==> src/rtl/echo_link_pkg.sv <==
// Shared types and constants for the EchoIndication link transmitter and
// its future receiver.
//   EchoIndication_data  : the 96-bit pipe message {v, meth, tag}
//   EchoIndication_heard : payload of the heard method {meth, v}
//   link_hdr_t           : header word layout {sync, nwords, tag[15:0]}
//   tx_state_t           : framing FSM states
package echo_link_pkg;

  typedef struct packed {
    logic [31:0] v;
    logic [31:0] meth;
    logic [31:0] tag;
  } EchoIndication_data;

  typedef struct packed {
    logic [31:0] meth;
    logic [31:0] v;
  } EchoIndication_heard;

  typedef struct packed {
    logic [7:0]  sync;
    logic [7:0]  nwords;
    logic [15:0] tag;
  } link_hdr_t;

  localparam logic [7:0]  SYNC_BYTE   = 8'hA5;
  localparam logic [31:0] HEARD_TAG   = 32'd1;
  localparam int          HEARD_WORDS = 2;

  typedef enum logic [1:0] {IDLE, HDR, PAY} tx_state_t;

  function automatic link_hdr_t make_hdr(input logic [7:0]  sync,
                                         input logic [7:0]  nwords,
                                         input logic [15:0] tag);
    link_hdr_t h;
    h.sync   = sync;
    h.nwords = nwords;
    h.tag    = tag;
    return h;
  endfunction

endpackage

==> src/rtl/echo_ind_link_tx.sv <==
// EchoIndication link transmitter.
// Takes one EchoIndication_data message per pipe handshake and sends it on a
// 32-bit link as a header word followed by nwords payload words.
// Ports:
//   CLK, RST                  clock, synchronous active-high reset
//   pipe_enq_ena/_v/_rdy      message input (ena commits when rdy is high)
//   link_enq_ena/_v/_rdy      link word output (word taken when ena && rdy)
//   msg_count                 frames fully transmitted (wraps)
//   bad_tag_count             header-only frames, i.e. unknown tag (wraps)
module echo_ind_link_tx #(
  parameter logic [7:0]  SYNC        = echo_link_pkg::SYNC_BYTE,
  parameter logic [31:0] HEARD_TAG   = echo_link_pkg::HEARD_TAG,
  parameter int          HEARD_WORDS = echo_link_pkg::HEARD_WORDS
) (
  input  logic        CLK,
  input  logic        RST,
  input  logic        pipe_enq_ena,
  input  logic [95:0] pipe_enq_v,
  output logic        pipe_enq_rdy,
  output logic        link_enq_ena,
  output logic [31:0] link_enq_v,
  input  logic        link_enq_rdy,
  output logic [15:0] msg_count,
  output logic [15:0] bad_tag_count
);
  import echo_link_pkg::*;

  localparam logic [7:0] HEARD_NW = 8'(HEARD_WORDS);

  tx_state_t          state_reg;
  EchoIndication_data msg_reg;
  logic [7:0]         idx_reg;
  logic               link_ena_reg;
  logic [31:0]        link_v_reg;
  logic [15:0]        msg_count_reg;
  logic [15:0]        bad_count_reg;

  EchoIndication_data in_msg;
  logic [7:0]         cur_nwords;
  logic               last_word;
  logic               link_hs;
  logic               frame_done;
  logic               accept;

  // The full 32-bit tag is compared; only the low half goes on the wire.
  function automatic logic [7:0] nwords_of(input EchoIndication_data m);
    return (m.tag == HEARD_TAG) ? HEARD_NW : 8'd0;
  endfunction

  function automatic logic [31:0] hdr_word(input EchoIndication_data m);
    return make_hdr(SYNC, nwords_of(m), m.tag[15:0]);
  endfunction

  function automatic logic [31:0] payload_word(input EchoIndication_data m,
                                               input logic [7:0] idx);
    return (idx == 8'd0) ? m.meth : m.v;
  endfunction

  assign in_msg     = pipe_enq_v;
  assign cur_nwords = nwords_of(msg_reg);
  assign last_word  = ((state_reg == HDR) && (cur_nwords == 8'd0)) ||
                      ((state_reg == PAY) && (idx_reg == cur_nwords - 8'd1));
  assign link_hs    = link_ena_reg && link_enq_rdy;
  assign frame_done = link_hs && last_word;

  // Ready in the completion cycle lets the next frame start with no bubble;
  // this is deliberately combinational from link_enq_rdy.
  assign pipe_enq_rdy = (state_reg == IDLE) || (last_word && link_enq_rdy);
  assign accept       = pipe_enq_ena && pipe_enq_rdy;

  always_ff @(posedge CLK) begin
    if (RST) begin
      state_reg     <= IDLE;
      msg_reg       <= '0;
      idx_reg       <= 8'd0;
      link_ena_reg  <= 1'b0;
      link_v_reg    <= 32'd0;
      msg_count_reg <= 16'd0;
      bad_count_reg <= 16'd0;
    end else begin
      // Counters belong to the frame that completes, even if a new message
      // is loaded in the same cycle.
      if (frame_done) begin
        msg_count_reg <= msg_count_reg + 16'd1;
        if (cur_nwords == 8'd0) begin
          bad_count_reg <= bad_count_reg + 16'd1;
        end
      end

      // accept can only be true in IDLE or in the completion cycle.
      if (accept) begin
        msg_reg      <= in_msg;
        state_reg    <= HDR;
        idx_reg      <= 8'd0;
        link_ena_reg <= 1'b1;
        link_v_reg   <= hdr_word(in_msg);
      end else if (frame_done) begin
        state_reg    <= IDLE;
        link_ena_reg <= 1'b0;
      end else if (link_hs) begin
        if (state_reg == HDR) begin
          state_reg  <= PAY;
          idx_reg    <= 8'd0;
          link_v_reg <= payload_word(msg_reg, 8'd0);
        end else begin
          idx_reg    <= idx_reg + 8'd1;
          link_v_reg <= payload_word(msg_reg, idx_reg + 8'd1);
        end
      end
    end
  end

  assign link_enq_ena  = link_ena_reg;
  assign link_enq_v    = link_v_reg;
  assign msg_count     = msg_count_reg;
  assign bad_tag_count = bad_count_reg;

endmodule

==> config.mk <==
export PLATFORM = sky130hd
export DESIGN_NAME = echo_ind_link_tx
export DESIGN_NICKNAME = d
export VERILOG_FILES = /design/src/rtl/echo_link_pkg.sv /design/src/rtl/echo_ind_link_tx.sv
export SDC_FILE = /design/constraint.sdc
export NUM_CORES = 1
export LEC_CHECK = 0
export CORE_ASPECT_RATIO = 1.75
export CORE_MARGIN = 2
export CORE_UTILIZATION = 35
export CTS_CLUSTER_DIAMETER = 60
export DETAILED_ROUTE_END_ITERATION = 7
export MAX_ROUTING_LAYER = met4
export PLACE_DENSITY = 0.68
export SLEW_MARGIN = 20
export SYNTH_ARGS = -nofsm -noshare
export SYNTH_HDL_FRONTEND = slang
export SYNTH_SLANG_ARGS = --single-unit
==> constraint.sdc <==
create_clock -name CLK -period 3.4 [get_ports CLK]
set_input_delay 0.51 -clock CLK [delete_from_list [all_inputs] [get_ports CLK]]
set_output_delay 0.51 -clock CLK [all_outputs]
set_load 0.01 [all_outputs]
==> results.yml, run 1 <==
floorplanning:
  start_util_pct: 35.57
  die_area_mm2: 0.02116
  dieWidth_um: 110.8
  coreArea_mm2: 0.01965
  rows: 68
  pin_count: 166
  die_h_um: 191.0
cells_and_area:
  drive_gt1_share_pct: 6.465
  final_cell_mix: "nand2_1 (210), dfxtp_1 (171), clkdlybuf4s50_1 (163), a21oi_1 (118), nor2_1 (39)"
  nets: 1080
  layout_commonest_cell: "nand2_1"
  fin_util_pct: 48.13
  areaGrowthSynthToFinish_pct: 35.31
  largest_reg_flops: 96
sta:
  max_freq_mhz: 320.5
  min_period_ps: 3120
  rsz0062_at_grt: "no"
  finalCritPeriodShare_pct: 91.77
  finClkSkew_ps: 10.93
  hold_viol: 0
  slew_viol_final: 0
  tns_ps: 0
  slew_headroom_pct: 38.82
  tightest_slew_ps: 917.8
  finalSetupViolations: 0
worst_hold_path:
  hold_path_depth: 2
  whs_endpoint: "msg_reg[34]$_SDFFE_PP0P_"
  min_from: "msg_reg[34]$_SDFFE_PP0P_"
  hp-class: "flip-flop to flip-flop"
synthesis:
  synthArstFlopShare_pct: 0
  synth.distinct_cells: 49
  syn_area_mm2: 0.006990
  yosysWarnings: 0
  yosysSeqAreaShare_pct: 48.97
  avgSynthCellArea_um2: 8.372
  synth-edff-count: 0
  synth_cells: 835
  synth_ff_type: "dfxtp_1"
  synth.ff_latch_count: 171
  synth_nets: 938
power:
  power.density_mw_per_mm2: 509.2
  p_leak_uw: 0.003460
  ir_drop_uv: 309.3
critical_path:
  rr_startpoint: "idx_reg[3]$_SDFFE_PP0P_"
  required_ps: 2890
  cp_slowest_cell: "or4_1"
  worstRegToRegCells: 7
  startpoint_type: "flip-flop"
  cp_common_cell: "o21ai_0"
  critPathKind: "flip-flop to output pin"
  max_stage_delay_ps: 580
  cp_top_family: "simple AND/OR/NAND/NOR gates"
  rrSetupSlack_ps: 460
  crit_buf_inv: 1
  end_kind: "output pin"
  cp_cell_sequence: "or4_1, or4_4, nor3_4, o21ai_0, o21ai_0, dlygate4sd2_1"
  cp_max_fo: 7
  arrival_ps: 2610
  worstReg2RegEnd: "msg_reg[11]$_SDFFE_PP0P_"
clocking:
  htree_levels: 4
  clock_sinks: 171
  clock_path_buffers: 2
  cts_setup_buffers: 0
  cts_tree: "done"
  cts_made_buffers: 17
  clock_tree.root_cell: "clkbuf_16"
  clk_pin_slew_ps: 70
  clock_latency_ps: 430
placed_design:
  portBuffers: 165
  finalWeightedCongestion: 0.8395
  post-dp-hpwl_mm: 13.61
global_routing:
  grt_max_degree: 86
  grt_util_all_layers_pct: 18.99
  antenna_found_initial: 1
  gr-total-overflow: 0
  grt_first_pass_wirelength_mm: 31.15
  grt_pass1_vias: 5950
flow_run:
  drv_cap: 0
routing:
  wl_mm: 19.35
  drcViolationCount: 0
  first_iter_violations: 328
  num_vias: 6354
  dr.pass1.iters: 4
  wl_per_cell_um: 15.66
  viasPerCell: 5.141
  final_antenna_net_count: 0
run_status:
  status: "finished clean"
[repair_timing]
| item | in CTS | in global routing |
|---|---|---|
| hold buffers | 0 | 0 |
| setup endpoints to repair | 1 | 0 |
| endpoints found under the hold margin | 0 | 0 |
| gates resized for setup | 1 | 0 |
[synthesized netlist by cell type, types with 2 or more instances]
library cell,count,area [um^2]
a211oi_1,12,90.09
a21oi_1,118,590.6
a221o_1,16,160.2
a311oi_1,4,35.03
a31oi_1,2,12.51
and2_1,2,12.51
and3_1,6,37.54
and4_1,3,26.28
buf_2,15,75.07
clkbuf_1,40,150.1
dfxtp_1,171,3423
ha_1,3,37.54
inv_1,5,18.77
mux2_2,2,22.52
mux2i_1,34,340.3
nand2_1,210,788.3
nand3_1,10,50.05
nand3b_1,4,30.03
nand4_1,7,43.79
nor2_1,40,150.1
nor2_2,2,12.51
nor2b_1,4,25.02
nor3_1,27,135.1
nor3b_1,2,15.01
nor4_1,18,112.6
o2111a_1,2,22.52
o2111ai_1,3,26.28
o211ai_1,5,37.54
o21ai_0,19,95.09
o31ai_1,3,22.52
or3_1,10,62.56
or4_1,3,22.52
xnor2_1,6,52.55
xor2_1,12,105.1
[logic make-up (layout without fill, tap and decap cells)]
logic type | Yosys count | in the layout | synth area share [%]
xor+xnor | 18 | 18 | 2.255
simple gates | 357 | 357 | 23.00
buf+inv | 61 | 216 | 3.651
mux | 36 | 36 | 5.191
flops | 171 | 171 | 48.97
compound gates | 189 | 189 | 16.40
other cells | 0 | 1 | 0
fa+ha+maj | 3 | 3 | 0.5370
[cell type report]
type                            count  area [um^2]
Multi-Input combinational cell    603         3346
Timing Repair Buffer              179         1765
Antenna cell                        1        2.502
Fill cell                        1903        10190
Tap cell                          245        306.5
Clock buffer                       17        425.4
Clock inverter                     15        171.4
Inverter                            5        18.77
Sequential cell                   171         3423
[per-layer routing]
metal	GRT usage [%]	vias up	wire [um]
li1	-	3210	-
met5	-	-	0
met4	8.702	0	563
met2	33.48	142	10250
met1	20.86	2972	7807
met3	3.297	30	726
[power breakdown]
part           leakage, uW  internal (uW)  switching [uW]
Combinational      0.00177            307             353
Sequential         0.00140           2120            66.5
Clock             0.000291           1050             919
[worst max path at each step]
stage                     cells past startpoint  slack [ps]                           to                      from
after floorplan                               7         870  link_enq_v[10]$_SDFFE_PP0P_   idx_reg[3]$_SDFFE_PP0P_
after global placement                        7         410      idx_reg[4]$_SDFFE_PP0P_  msg_reg[13]$_SDFFE_PP0P_
after detailed placement                      7         400      idx_reg[4]$_SDFFE_PP0P_   msg_reg[6]$_SDFFE_PP0P_
after CTS                                     6         260                 pipe_enq_rdy   idx_reg[3]$_SDFFE_PP0P_
after global routing                          6         110                 pipe_enq_rdy  msg_reg[22]$_SDFFE_PP0P_
final                                         6         280                 pipe_enq_rdy   idx_reg[3]$_SDFFE_PP0P_
[tightest hold or removal path, delay by kind of cell (launching register included)]
family          cells  cell delay [ps]
flops               1              310
simple gates        1               50
compound gates      1               50
[metrics by stage]
step	cells	instance area (um^2)	setup WS [ps]	hold slack, ps	power, uW
floorplan	835	6990	869.1	431.6	2585
global placement	1203	8855	414.8	440.7	2888
detailed placement	1203	8855	401.9	445.6	2896
CTS	1235	9450	263.8	455.8	4860
global route	1236	9459	112.9	475.6	5036
finish	1236	9459	279.9	452.9	4817
No activity file was read; power rests on OpenSTA's default activity.
==> run 2: changes to the inputs <==
--- a/config.mk
+++ b/config.mk
@@ -11,7 +11,8 @@
 export CTS_CLUSTER_DIAMETER = 60
 export DETAILED_ROUTE_END_ITERATION = 7
 export MAX_ROUTING_LAYER = met4
-export PLACE_DENSITY = 0.68
+export PLACE_DENSITY = 0.64
+export SKIP_LAST_GASP = 1
 export SLEW_MARGIN = 20
 export SYNTH_ARGS = -nofsm -noshare
 export SYNTH_HDL_FRONTEND = slang
==> run 2 against run 1 <==
  * Hold slack hardly changed
  * Die area stayed put
  * Highest routed layer unchanged
  * Setup slack better by 160 ps
  * Design area is 0.63% higher
  * Via count is 0.31% lower
  * Maximum frequency is 5.5% higher
  * Combinational power is 3.0% higher
  * Power is 0.37% higher
==> results.yml, run 2 (synthesis gave the netlist of run 1 again) <==
run_status:
  status: "finished clean"
floorplanning:
  coreArea_mm2: 0.01965
  start_util_pct: 35.57
  pin_count: 166
  dieWidth_um: 110.8
  rows: 68
  die_h_um: 191.0
  die_area_mm2: 0.02116
placed_design:
  post-dp-hpwl_mm: 13.70
  portBuffers: 165
  finalWeightedCongestion: 0.8363
critical_path:
  startpoint_type: "flip-flop"
  cp_common_cell: "o21ai_0"
  cp_max_fo: 8
  cp_slowest_cell: "or4_1"
  required_ps: 2890
  end_kind: "output pin"
  cp_cell_sequence: "or4_1, or4_4, nor3_4, o21ai_0, o21ai_0, dlymetal6s2s_1"
  critPathKind: "flip-flop to output pin"
  arrival_ps: 2450
  max_stage_delay_ps: 540
global_routing:
  antenna_found_initial: 2
  gr-total-overflow: 0
  grt_util_all_layers_pct: 18.74
  grt_first_pass_wirelength_mm: 30.79
  grt_max_degree: 86
  grt_pass1_vias: 6033
clocking:
  clock_latency_ps: 430
  htree_levels: 4
  cts_hold_buffers: 0
  clk_pin_slew_ps: 80
  cts_setup_buffers: 0
  clock_path_buffers: 2
  clock_tree.root_cell: "clkbuf_16"
  cts_tree: "done"
  cts_made_buffers: 17
  clock_sinks: 171
  cts_resized: 0
sta:
  max_freq_mhz: 338.3
  min_period_ps: 2956
  finClkSkew_ps: 15.46
  hold_ws_ps: 453.3
  tns_ps: 0
  slew_viol_final: 0
  tightest_slew_ps: 867.6
  slew_headroom_pct: 42.16
  hold_viol: 0
  finalSetupViolations: 0
  finalCritPeriodShare_pct: 86.95
  rsz0062_at_grt: "no"
cells_and_area:
  layout_commonest_cell: "nand2_1"
  drive_gt1_share_pct: 6.647
  nets: 1083
  final_cell_mix: "nand2_1 (210), dfxtp_1 (171), clkdlybuf4s50_1 (163), a21oi_1 (118), nor2_1 (39)"
  largest_reg_flops: 96
  areaGrowthSynthToFinish_pct: 36.17
  n_fill_cell: 1933
routing:
  wl_mm: 19.37
  viasPerCell: 5.108
  final_antenna_net_count: 0
  num_vias: 6334
  first_iter_violations: 297
  drcViolationCount: 0
  dr.pass1.iters: 4
  wl_per_cell_um: 15.62
worst_hold_path:
  hp-class: "flip-flop to flip-flop"
flow_run:
  drv_cap: 0
power:
  p_comb_share_pct: 14.1
  power.density_mw_per_mm2: 507.9
  p_sw_share_pct: 27.76
  ir_drop_uv: 351.3
  seqPwrFrac_pct: 45.2
  p_leak_uw: 0.003492
  p_int_uw: 3493
  switchingPower_uw: 1342
  pwr-share-clk_pct: 40.7
-- run 2: per-stage QoR --
stage | util [%] | area [um^2] | total power [uW] | cells | setup WS (ps)
floorplan | - | 6990 | 2585 | 835 | 869.1
global placement | 45.36 | 8915 | 2909 | 1206 | 520.2
detailed placement | 45.36 | 8915 | 2918 | 1206 | 514.9
CTS | 48.40 | 9512 | 4894 | 1238 | 43.08
global route | 48.43 | 9519 | 5033 | 1240 | 335.0
finish | 48.43 | 9519 | 4835 | 1240 | 443.8
-- run 2: critical path, delay by kind of cell, from the launching register on --
kind                   cells  cell delay (ps)
AOI/OAI and AO/OA          2              250
buffers and inverters      1              200
DFF                        1              370
and+or+nand+nor            3             1190
-- run 2: metal layers --
layer,GRT usage (%),part of all wire [%],vias up
met2,33.29,53,137
met1,20.82,41,2954
met4,8.846,3.0,0
met5,-,0,-
li1,-,-,3217
met3,2.378,3.1,26
-- run 2: layout make-up --
cell class                      instances  area, um^2  share of cell area, %
Tap cell                              245       306.5                  3.220
Timing Repair Buffer                  182        1829                  19.22
Inverter                                5       18.77                 0.1972
Clock inverter                         15       171.4                  1.801
Multi-Input combinational cell        603        3339                  35.08
Antenna cell                            2       5.005                0.05258
Clock buffer                           17       425.4                  4.469
Sequential cell                       171        3423                  35.96
-- run 2: final timing paths --
kind,from,to,slack [ps],cells after the start
hold / removal,msg_reg[56]$_SDFFE_PP0P_,msg_reg[56]$_SDFFE_PP0P_,450,2
hold reg to reg,msg_reg[56]$_SDFFE_PP0P_,msg_reg[56]$_SDFFE_PP0P_,450,2
setup reg to reg,idx_reg[4]$_SDFFE_PP0P_,msg_count[12]$_SDFFE_PP0N_,530,7
setup / recovery,idx_reg[4]$_SDFFE_PP0P_,pipe_enq_rdy,440,6
-- run 2: power groups by stage --
stage	clock [uW]	sequential [uW]	combinational, uW
2_1_floorplan	0	2230	357
3_3_place_gp	0	2230	680
3_5_place_dp	0	2230	687
4_1_cts	2020	2190	689
5_1_grt	2080	2200	751
6_report	1970	2190	679
==> variant 1: new RTL, config.mk and constraints of run 2 <==
Encoding of `tx_state_t`: now one-hot (3 bits for 3 states).
--- a/src/rtl/echo_link_pkg.sv
+++ b/src/rtl/echo_link_pkg.sv
@@ -27,7 +27,7 @@
   localparam logic [31:0] HEARD_TAG   = 32'd1;
   localparam int          HEARD_WORDS = 2;
 
-  typedef enum logic [1:0] {IDLE, HDR, PAY} tx_state_t;
+  typedef enum logic [2:0] {IDLE = 3'b001, HDR = 3'b010, PAY = 3'b100} tx_state_t;
 
   function automatic link_hdr_t make_hdr(input logic [7:0]  sync,
                                          input logic [7:0]  nwords,
Formal check against the unedited RTL: same outputs for any inputs over 4 cycles, from zero or initial values and one cycle with RST high; so few cycles prove little.
==> variant 1 against run 2 <==
Global-route usage rose by 0.48 points; routed wire length rose by 11%; critical path type unchanged; largest cell class is now multi-input gates; non-clock buffer count rose by 3; total power rose by 3.5%; sequential cell count rose by 1; synthesized area rose by 6.8%; setup slack got worse by 0.17 ns; maximum frequency fell by 5.5%; final area rose by 4.5%.
==> variant 1: results (changes against run 2) <==
grt:
  grt_pass1_wl_um: 33300  # +8.3%
  grtUsageMet3_pct: 2.64  # +0.26 points
  grtUsageMet2_pct: 33.8  # +0.50 points
min_path:
  holdPathEnd: "msg_reg[68]"
  hold_start: "msg_reg[68]"
pwr:
  p_seq_w: 0.00223  # +2%
  leakagePower_nw: 3.55  # +1.5%
  p_clk_share_pct: 39.6  # -1.1 points
  power_switching_w: 0.00137  # +2.2%
yosys:
  synth.distinct_cells: 56  # +14%
  synth_nets: 1020  # +8.7%
  synth_commonest_cells: "213 x nand2_1, 172 x dfxtp_1, 115 x a21oi_1"
  synth_fa_ha_area_share_pct: 0.503  # -0.034 points
  synth-xor-area-share_pct: 2.35  # +0.090 points
  synth_compound_area_share_pct: 16.6  # +0.21 points
placement:
  place_hpwl_um: 15600  # +14%
  dpl_worst_slack_ns: 0.531  # +0.0161 ns
run_status:
  status: "complete, no violations"
timing:
  skew_ns: 0.00768  # -0.00778 ns
  fmax_mhz: 320  # -5.5%
  hold-worst-slack_ns: 0.449  # -0.00420 ns
  tightest_slew_ns: 0.549  # -0.319 ns
setup_path:
  worstReg2RegStart: "msg_reg[13]"
  critPathLaunch: "idx_reg[3]"
  critPathSlowestCell: "clkdlybuf4s50_1"
  cp.arrival_ns: 2.62  # +0.17 ns
final_layout:
  diodes: 0  # -2
  drive_gt1_share_pct: 8.31  # +1.7 points
  fin_nets: 1161  # +7.2%
routing:
  wirelength_um: 21500  # +11%
  drt_iter0_drc: 568  # +91%
  first_pass_iters: 5  # +1
  viasPerCell: 5.25  # +2.8%
  wl_met3_um: 699  # +17%
==> variant 1: cell count changes in the layout (fill, tap and decap cells not counted), sizes merged, moves of 8 or more <==
cell and change:
a211oi -8, a31oi +18, mux2 +18, mux2i -17
nand3 +23, nor2 +31, nor3 -16, xnor2 +13
xor2 -11
==> variant 1: area by class of cell <==
type                            count  area (µm²)
Fill cell                        2039       11000
Timing Repair Buffer              185        1810
Tap cell                          252         315
Clock inverter                     14         161
Multi-Input combinational cell    668        3720
Sequential cell                   172        3440
Clock buffer                       18         439
Inverter                           14        52.6
==> variant 1: per-stage QoR <==
stage | utilization, % | instance area (µm²)
after floorplan | - | 7470
after global placement | 44.7 | 9350
after detailed placement | 44.7 | 9350
after CTS | 47.5 | 9950
after global routing | 47.5 | 9950
final | 47.5 | 9950
==> variant 1: worst min-delay path, cell delays in order, from the launching register on <==
cell     delay [ns]
dfxtp_1        0.31
nand2_1        0.05
a21oi_1        0.05
==> variant 2: new RTL, config.mk and constraints of run 2 <==
Made on the original files. Reset style: asynchronous (`RST`), changed in one clocked block. Comments in the files are not updated.
--- a/src/rtl/echo_ind_link_tx.sv
+++ b/src/rtl/echo_ind_link_tx.sv
@@ -68,7 +68,7 @@
   assign pipe_enq_rdy = (state_reg == IDLE) || (last_word && link_enq_rdy);
   assign accept       = pipe_enq_ena && pipe_enq_rdy;
 
-  always_ff @(posedge CLK) begin
+  always_ff @(posedge CLK or posedge RST) begin
     if (RST) begin
       state_reg     <= IDLE;
       msg_reg       <= '0;
Behaviour: differs if RST is asserted again (counterexample within 4 cycles, from zero or initial values and one cycle with RST high); with RST held inactive, the same outputs for 4 cycles.
==> variant 2 against run 2 <==
Setup slack improved by 0.12 ns; die area up 7.9%; final area rose by 5.9%; routed wire length decreased by 5.2%; synthesized area rose by 8.2%; synthesized cell count decreased by 6.6%; critical path depth rose by 1; sequential cell count stayed put; critical endpoint unchanged.
Power is not compared: it rests on default switching activity, and its combinational part moved more than twofold at a synthesized area within 25%.
==> variant 2: results (changes against run 2) <==
yosys:
  synth_commonest_cells: "315 x nand2_1, 171 x dfrtp_1, 30 x mux2i_1, 30 x o21ai_0, 21 x xnor2_1"
  synth_top_flop_cell: "dfrtp_1"
  synth_nets: 883  # -5.9%
  yosysSeqAreaShare_pct: 56.6  # +7.6 points
  ys_top_cells_by_area: "dfrtp_1 57%, nand2_1 16%, mux2i_1 4.0%"
  yosys_warnings: 0  # unchanged
  synth-async-reset-ratio_pct: 100  # +100 points
  synth.distinct_cells: 53  # +8.2%
placement:
  gp_congestion: 0.810  # -3.2%
  place_hpwl_um: 13400  # -2.4%
  dpl_worst_slack_ns: 0.497  # -0.0177 ns
  io_buffers: 165  # unchanged
timing:
  setup_ws_ns: 0.568  # +0.125 ns
  slew_headroom_pct: 51.5  # +9.4 points
  skew_ns: 0.00982  # -0.00564 ns
grt:
  antenna_found_initial: 0  # -2
  grt_pass1_wl_um: 29400  # -4.5%
  grt_max_degree: 71  # -17%
  grt_use_total_pct: 17.1  # -1.6 points
setup_path:
  max_stage_delay_ns: 0.42  # -0.12 ns
  critPathSlowestCell: "or3_1"
  cp.arrival_ns: 2.32  # -0.13 ns
  r2r_setup_slack_ns: 0.76  # +0.23 ns
  cp_max_fo: 3  # -5
final_layout:
  diodes: 0  # -2
  fin_nets: 1045  # -3.5%
  drive_gt1_share_pct: 8.38  # +1.7 points
routing:
  wirelength_um: 18400  # -5.2%
  drt_iter0_drc: 260  # -12%
  vias: 5891  # -7.0%
cts:
  worstSkewPairLatency_ns: 0.42
  clockBufferDepth: 2  # unchanged
  path_clk_slew_ns: 0.06  # -0.02 ns
pwr:
  p_clk_share_pct: 25.0
  switching_share_pct: 30.9
run_status:
  status: "complete, no violations"
==> variant 2: cell types whose count changed in the layout (fill, tap and decap cells not counted), moves of 11 or more <==
| cell | delta |
|---|---|
| dfxtp_1 | -171 |
| mux2_2 | +16 |
| o21ai_0 | +11 |
| nor3_1 | -24 |
| nand2_1 | +104 |
| a211oi_1 | -11 |
| a21oi_1 | -102 |
| a221o_1 | -16 |
| dfrtp_1 | +171 |
| nor2_1 | -28 |
| xnor2_1 | +15 |
==> variant 2: path summary, 6_finish.rpt <==
check	endpoint	from	cells past startpoint
setup reg to reg	link_enq_v[22]	msg_reg[8]	8
min in group asynchronous	link_enq_v[29]	RST	2
setup / recovery	pipe_enq_rdy	msg_reg[8]	7
hold / removal	msg_reg[46]	msg_reg[46]	2
max in group asynchronous	msg_reg[73]	RST	3
hold reg to reg	msg_reg[46]	msg_reg[46]	2
==> variant 2: per-layer routing <==
layer	up-vias	global-route usage [%]	routed length (µm)
met4	0	6.65	492
met5	-	-	0
met3	24	2.96	529
li1	2917	-	-
met1	2838	18.6	7120
met2	112	30.7	10200
==> variant 2: repair_timing <==
action                                  in CTS  in global routing
setup buffers                                0                  2
endpoints found under the hold margin        0                  0
gates resized for setup                      0                  3
endpoints found under the setup margin       0                  1
==> variant 2: cell families (layout without fill, tap and decap cells) <==
| group | after synthesis | count (layout) | synth area share (%) |
|---|---|---|---|
| simple gates | 405 | 405 | 23.3 |
| flops | 171 | 171 | 56.6 |
| compound gates | 77 | 77 | 6.32 |
| mux | 48 | 48 | 6.65 |
| buf+inv | 46 | 221 | 3.18 |
| xor+xnor | 30 | 30 | 3.47 |
| fa+ha+maj | 3 | 3 | 0.496 |
==> variant 2: layout make-up <==
cell class / count / area (µm²)
Multi-Input combinational cell: 563 / 3070
Tap cell: 255 / 319
Clock inverter: 7 / 67.6
Inverter: 7 / 30.0
Sequential cell: 171 / 4280
Fill cell: 2041 / 11200
Clock buffer: 25 / 465
Timing Repair Buffer: 182 / 1840
==> variant 2: worst max-delay path: cells and delay by family, from the launching register on <==
kind | cells | cell delay [ns]
AND/OR/NAND/NOR | 5 | 1.17
flip-flops | 1 | 0.37
buffers and inverters | 1 | 0.21
AO/OA/AOI/OAI | 1 | 0.16
==> variant 2: per-stage QoR <==
stage | area, µm² | hold slack, ns | total power [W] | cells
6_report | 10100 | 0.462 | 0.00714 | 1210
3_3_place_gp | 9520 | 0.445 | 0.00534 | 1176
3_5_place_dp | 9520 | 0.452 | 0.00541 | 1176
2_1_floorplan | 7570 | 0.433 | 0.00450 | 780
4_1_cts | 10000 | 0.464 | 0.00723 | 1208
5_1_grt | 10100 | 0.483 | 0.00765 | 1210
